$ cat src/rtl/bp_fe_dual_fetch_queue.sv
// Fetch queue between the dual-issue PC generator and the backend: splits 2-wide fetch
// packets into per-instruction entries and presents up to two in-order entries per cycle.
// Optional same-cycle bypass on an empty queue when BP_FE_FQ_BYPASS_EN is defined.
module bp_fe_dual_fetch_queue #(
    parameter int vaddr_width_p               = 39,
    parameter int instr_width_gp              = 32,
    parameter int branch_metadata_fwd_width_p = 35,
    parameter int els_p                       = 8
) (
    input  logic                                   clk_i,
    input  logic                                   reset_i,
    input  logic                                   flush_i,

    input  logic                                   enq_v_i,
    output logic                                   enq_ready_o,
    input  logic [vaddr_width_p-1:0]               enq_pc_i,
    input  logic [instr_width_gp-1:0]              enq_instr1_i,
    input  logic [instr_width_gp-1:0]              enq_instr2_i,
    input  logic                                   enq_instr_v1_i,
    input  logic                                   enq_instr_v2_i,
    input  logic                                   enq_exc_v1_i,
    input  logic                                   enq_exc_v2_i,
    input  logic [branch_metadata_fwd_width_p-1:0] enq_br_metadata_fwd_i,

    output logic [1:0]                             deq_v_o,
    output logic [vaddr_width_p-1:0]               deq_pc1_o,
    output logic [vaddr_width_p-1:0]               deq_pc2_o,
    output logic [instr_width_gp-1:0]              deq_instr1_o,
    output logic [instr_width_gp-1:0]              deq_instr2_o,
    output logic                                   deq_exc1_o,
    output logic                                   deq_exc2_o,
    output logic [branch_metadata_fwd_width_p-1:0] deq_br_metadata_fwd1_o,
    output logic [branch_metadata_fwd_width_p-1:0] deq_br_metadata_fwd2_o,
    input  logic [1:0]                             deq_yumi_i
);

    localparam int ptr_w = $clog2(els_p);
    localparam int cnt_w = $clog2(els_p + 1);

    typedef struct packed {
        logic [vaddr_width_p-1:0]               pc;
        logic [instr_width_gp-1:0]              instr;
        logic                                   exc;
        logic [branch_metadata_fwd_width_p-1:0] md;
    } entry_t;

    entry_t           mem_q [els_p];
    entry_t           mem_d [els_p];
    logic [ptr_w-1:0] rd_ptr_q, rd_ptr_d, wr_ptr_q, wr_ptr_d;
    logic [ptr_w-1:0] rd_ptr_p1, wr_ptr_p1;
    logic [cnt_w-1:0] count_q, count_d, free_cnt;

    logic   enq_fire, wr1, wr2;
    logic [1:0] n_wr, n_deq;
    entry_t ent1, ent2, first_ent, head0, head1;

    assign free_cnt    = cnt_w'(els_p) - count_q;
    assign enq_ready_o = ~reset_i & (free_cnt >= cnt_w'(2));
    assign enq_fire    = enq_v_i & enq_ready_o & ~flush_i;

    // A slot-1 exception ends the packet: slot 2 is never written behind it.
    assign wr1 = enq_fire & (enq_instr_v1_i | enq_exc_v1_i);
    assign wr2 = enq_fire & (enq_instr_v2_i | enq_exc_v2_i) & ~(wr1 & enq_exc_v1_i);

    assign n_wr  = {1'b0, wr1} + {1'b0, wr2};
    assign n_deq = {1'b0, deq_yumi_i[0]} + {1'b0, deq_yumi_i[1]};

    assign ent1 = '{pc: enq_pc_i, instr: enq_instr1_i, exc: enq_exc_v1_i,
                    md: enq_br_metadata_fwd_i};
    assign ent2 = '{pc: enq_pc_i + vaddr_width_p'(4), instr: enq_instr2_i,
                    exc: enq_exc_v2_i, md: enq_br_metadata_fwd_i};
    assign first_ent = wr1 ? ent1 : ent2;

    assign rd_ptr_p1 = rd_ptr_q + ptr_w'(1);
    assign wr_ptr_p1 = wr_ptr_q + ptr_w'(1);

    always_comb begin
        mem_d    = mem_q;
        rd_ptr_d = rd_ptr_q;
        wr_ptr_d = wr_ptr_q;
        count_d  = count_q;
        if (n_wr != 2'd0) mem_d[wr_ptr_q]  = first_ent;
        if (n_wr == 2'd2) mem_d[wr_ptr_p1] = ent2;
        if (flush_i) begin
            rd_ptr_d = '0;
            wr_ptr_d = '0;
            count_d  = '0;
        end else begin
            rd_ptr_d = rd_ptr_q + ptr_w'(n_deq);
            wr_ptr_d = wr_ptr_q + ptr_w'(n_wr);
            count_d  = count_q + cnt_w'(n_wr) - cnt_w'(n_deq);
        end
    end

    always_ff @(posedge clk_i) begin
        if (reset_i) begin
            rd_ptr_q <= '0;
            wr_ptr_q <= '0;
            count_q  <= '0;
        end else begin
            rd_ptr_q <= rd_ptr_d;
            wr_ptr_q <= wr_ptr_d;
            count_q  <= count_d;
        end
    end

    // Storage is deliberately left uninitialised on reset.
    always_ff @(posedge clk_i) begin
        mem_q <= mem_d;
    end

    always_comb begin
`ifdef BP_FE_FQ_BYPASS_EN
        // On an empty queue the incoming entries are shown directly; consumed ones are
        // still written but the read pointer skips past them in the same update.
        if (count_q == '0 && n_wr != 2'd0) begin
            head0   = first_ent;
            head1   = ent2;
            deq_v_o = {n_wr == 2'd2, 1'b1};
        end else begin
            head0   = mem_q[rd_ptr_q];
            head1   = mem_q[rd_ptr_p1];
            deq_v_o = {count_q >= cnt_w'(2), count_q != '0};
        end
`else
        head0   = mem_q[rd_ptr_q];
        head1   = mem_q[rd_ptr_p1];
        deq_v_o = {count_q >= cnt_w'(2), count_q != '0};
`endif
    end

    assign deq_pc1_o              = head0.pc;
    assign deq_pc2_o              = head1.pc;
    assign deq_instr1_o           = head0.instr;
    assign deq_instr2_o           = head1.instr;
    assign deq_exc1_o             = head0.exc;
    assign deq_exc2_o             = head1.exc;
    assign deq_br_metadata_fwd1_o = head0.md;
    assign deq_br_metadata_fwd2_o = head1.md;

    always_ff @(posedge clk_i) begin
        if (!reset_i && !flush_i) begin
            assert (!(deq_yumi_i[1] && !deq_yumi_i[0])
                    && (!deq_yumi_i[0] || deq_v_o[0])
                    && (!deq_yumi_i[1] || deq_v_o[1]));
        end
    end

endmodule

$ cat config.mk
export PLATFORM = sky130hd
export DESIGN_NAME = bp_fe_dual_fetch_queue
export DESIGN_NICKNAME = d
export VERILOG_FILES = /design/src/rtl/bp_fe_dual_fetch_queue.sv
export SDC_FILE = /design/constraint.sdc
export NUM_CORES = 2
export LEC_CHECK = 0
export ABC_AREA = 1
export ABC_CLOCK_PERIOD_IN_PS = 4000
export CAP_MARGIN = 25
export CORE_MARGIN = 3
export CORE_UTILIZATION = 65
export DETAILED_ROUTE_END_ITERATION = 7
export DONT_BUFFER_PORTS = 1
export MAX_ROUTING_LAYER = met4
export PLACE_DENSITY = 0.81
export SETUP_SLACK_MARGIN = 0.05
export SLEW_MARGIN = 15
export SYNTH_ARGS = -nofsm -noshare
export SYNTH_HDL_FRONTEND = slang
export SYNTH_SLANG_ARGS = --single-unit
$ cat constraint.sdc
create_clock -name clk_i -period 4 [get_ports clk_i]
set_input_delay 0.8 -clock clk_i [delete_from_list [all_inputs] [get_ports clk_i]]
set_output_delay 0.8 -clock clk_i [all_outputs]
set_load 0.02 [all_outputs]
==> summary.txt <==
Top delay family on crit path - buffers and inverters
final setup margin - 0.1282 ns
Slew HR - 0.2595
Post-Syn Area - 0.04833 mm^2
Seq/Total Area, Yosys - 0.3587
R2R depth - 18
buffer depth of the longest clock path - 3
maximum clock frequency - 258.3 MHz
Mapped Cells - 7281
main combinational cell family by area after synthesis - compound AO/OA/AOI/OAI gates
Worst-Skew Late Latency - 0.67 ns
pin count of the biggest net entering global routing - 257
CP Capture Type - output port
Max Transition Viols Final - 0
first-pass GRT wire length - 269.5 mm
final hold vios - 0
r2r setup slk - 0.30 ns
worst hold path class - input port to flop
layout cells sized above 1 - 0.07706
Pwr Density - 513.3 mW/mm^2
# DRC - 4
CP Data Required Time - 3.20 ns
layout net count - 7258
Die ar. - 0.07766 mm^2
clk sink count - 866
Setup CP Type - flop to output port
crit-path cells - buf_4, inv_16, buf_4, nor2_1, o21ai_0, a21oi_1, a31oi_1, buf_4
via-per-instance ratio - 6.587
Max Fanout on Critical Path - 104
routability-driven placement congestion ratio - 0.9874
DRT iter0 DRCs - 7983
r2r startpoint - count_q[1]$_SDFF_PP0_
vias in the first global route - 49.14k
worst slack at placement - 0.1983 ns
Worst Hold End - mem_q[112]$_DFF_P_
Most common cell on crit path - buf_4
Post-DP HPWL - 102.3 mm
worst vdd ir - 0.0004403 V
max_cap viols - 0
final wirelength - 177.4 mm
post-synthesis adder-cell area fraction - 0.005799
setup TNS - 0 ns
Worst R2R End - mem_q[423]$_DFF_P_
Core Area - 0.07333 mm^2
CP max stage delay - 0.45 ns
gr usage total - 0.4433
syn avg cell area - 6.638 um^2
RSZ-0062 raised after global routing - no
status - complete, but fails checks
XOR/XNOR Fraction of Synth Area - 0.002511
FFs w/ async S/R, synth - 0
DR WL/cell - 21.84 um
clk root buf - clkbuf_16
total gr overflow - 0
port bufs - 0
Num CTS Buffers - 92
simple-gate share of the synthesized area - 0.1243
Final Setup Violations - 0
clock skew - 0.02012 ns
Antenna Nets Post-Route - 0
mux contribution to synthesized area - 0
CP max stage cell - dfxtp_4
Hold Path Origin - enq_br_metadata_fwd_i[5]
Pre-Repair DR Iteration Count - 8
Synth Register Bits - 866
Die Height - 278.7 um
Via Count - 53.51k
Area Growth Syn to Fin - 10.65%
# rows - 99
Unique masters post-synth - 40
chip width - 278.7 um
failing checks - DRC
Leak Pwr - 25.28 nW
final period utilization - 0.9680
TritonCTS clock tree - yes
Final min period - 3.872 ns
# IOs - 365
Worst-Margin Slew - 1.111 ns
crit start category - flop
Worst-path clk slew - 0.06 ns
Worst EP arrival - 3.07 ns
Synth Flop Type - dfxtp_1
EDFF count, synth - 0
antenna violations before repair - 1
H-tree depth - 3
Cells on Worst Hold Path - 2
yosys warns - 0
Starting Density - 0.6591
post-synthesis compound-gate area fraction - 0.3705
syn nets - 7449
CP bufs+invs - 4
## layout make-up
class | count | area [um^2]
timing repair buffer | 322 | 2924
multi-input combinational | 4679 | 24510
inverter | 1129 | 4274
clock buffer | 138 | 2829
antenna | 1 | 2.502
tap | 959 | 1200
fill | 5934 | 19860
sequential | 866 | 17350
clock inverter | 29 | 387.9
## synthesized netlist by cell type (2+ instances only)
cell type,number,area (um^2)
o21ai_2,13,113.9
nand3b_1,6,45.04
buf_1,44,165.2
xor2_1,12,105.1
a32oi_1,77,674.4
a221oi_1,43,376.6
nand3_2,2,20.02
buf_4,3,22.52
ha_1,16,200.2
clkbuf_2,3,15.01
nand4_2,3,37.54
o21ai_0,1221,6111
o21ai_1,11,55.05
inv_1,1116,4189
o21bai_1,336,2522
a21oi_1,785,3929
dfxtp_1,866,17340
o22ai_1,480,3003
nor2_4,2,22.52
a31oi_1,137,857.1
fa_1,4,80.08
nand3_1,165,825.8
inv_2,4,15.01
nand2_2,12,75.07
nand4_1,3,18.77
nor2_1,303,1137
clkbuf_1,445,1670
nor2_2,4,25.02
nand2_1,1003,3765
buf_2,111,555.5
o211ai_1,34,255.2
clkinv_1,9,33.78
## how the worst max path moves through the flow
stage,from,to,slack [ns],cells past startpoint
floorplan,reset_i,count_q[3]$_SDFF_PP0_,0.58,16
global placement,count_q[1]$_SDFF_PP0_,mem_q[211]$_DFF_P_,0.29,19
detailed placement,count_q[1]$_SDFF_PP0_,mem_q[205]$_DFF_P_,0.20,17
CTS,rd_ptr_q[0]$_SDFF_PP0_,deq_br_metadata_fwd2_o[26],0.16,8
global route,rd_ptr_q[0]$_SDFF_PP0_,deq_pc1_o[23],0.06,6
finish,rd_ptr_q[0]$_SDFF_PP0_,deq_instr1_o[2],0.13,8
## cells in the final DEF (no fill, tap or decap), types with 11 or more instances in the layout
cell type	synthesis	routed
a21oi_1	785	785
a221oi_1	43	43
a31oi_1	137	137
a32oi_1	77	75
buf_12	0	37
buf_4	3	282
clkbuf_1	445	14
clkbuf_16	0	95
clkbuf_8	0	29
clkinv_2	0	15
dfxtp_1	866	863
ha_1	16	15
inv_1	1116	1114
nand2_1	1003	979
nand2_2	12	20
nand2_4	0	16
nand3_1	165	165
nor2_1	303	303
o211ai_1	34	34
o21ai_0	1221	1221
o21ai_1	11	11
o21ai_2	13	13
o21bai_1	336	336
o22ai_1	480	480
xor2_1	12	11
## power breakdown
part | internal [mW] | switching, mW
Combinational | 2.91 | 5.16
Sequential | 9.71 | 0.542
Clock | 5.40 | 3.72
Total | 18.0 | 9.43
## per-layer routing
layer  track usage  wire length, um  part of all wire  vias up
met5             -                0                 0        -
met3        0.1149            26450              0.15      991
met1        0.5503            64420              0.36    24051
li1              -                -                 -    24190
met4        0.2583            12150             0.068        0
met2        0.6530            74390              0.42     4275
## metrics by stage
step	instances	util	hold WS (ns)	instance area, um^2	power [mW]
2_1_floorplan	7281	-	0.4532	48330	15.43
3_3_place_gp	7952	0.6844	0.4669	50190	18.00
3_5_place_dp	7952	0.6844	0.4711	50190	18.18
4_1_cts	8119	0.7283	0.2360	53410	27.20
5_1_grt	8123	0.7292	0.2410	53470	28.45
6_report	8123	0.7292	0.2561	53470	27.45
## state kept, by name, summed over array words and instances, names as in the netlist
| register | flops |
|---|---|
| wr_ptr_q | 3 |
| mem_q | 856 |
| count_q | 4 |
| rd_ptr_q | 3 |
## timing repair
action	CTS	global route
gates resized for setup	1	7
hold buffers	0	0
setup buffers	0	3
setup endpoints to repair	1	22
## kinds of logic after synthesis
| kind of cell | after synthesis |
|---|---|
| buffers and inverters | 1736 |
| AND/OR/NAND/NOR | 1508 |
| AO/OA/AOI/OAI | 3138 |
| adder cells (fa/ha/maj) | 20 |
| flip-flops | 866 |
| XOR/XNOR | 13 |
(Power assumes the default switching activity.)
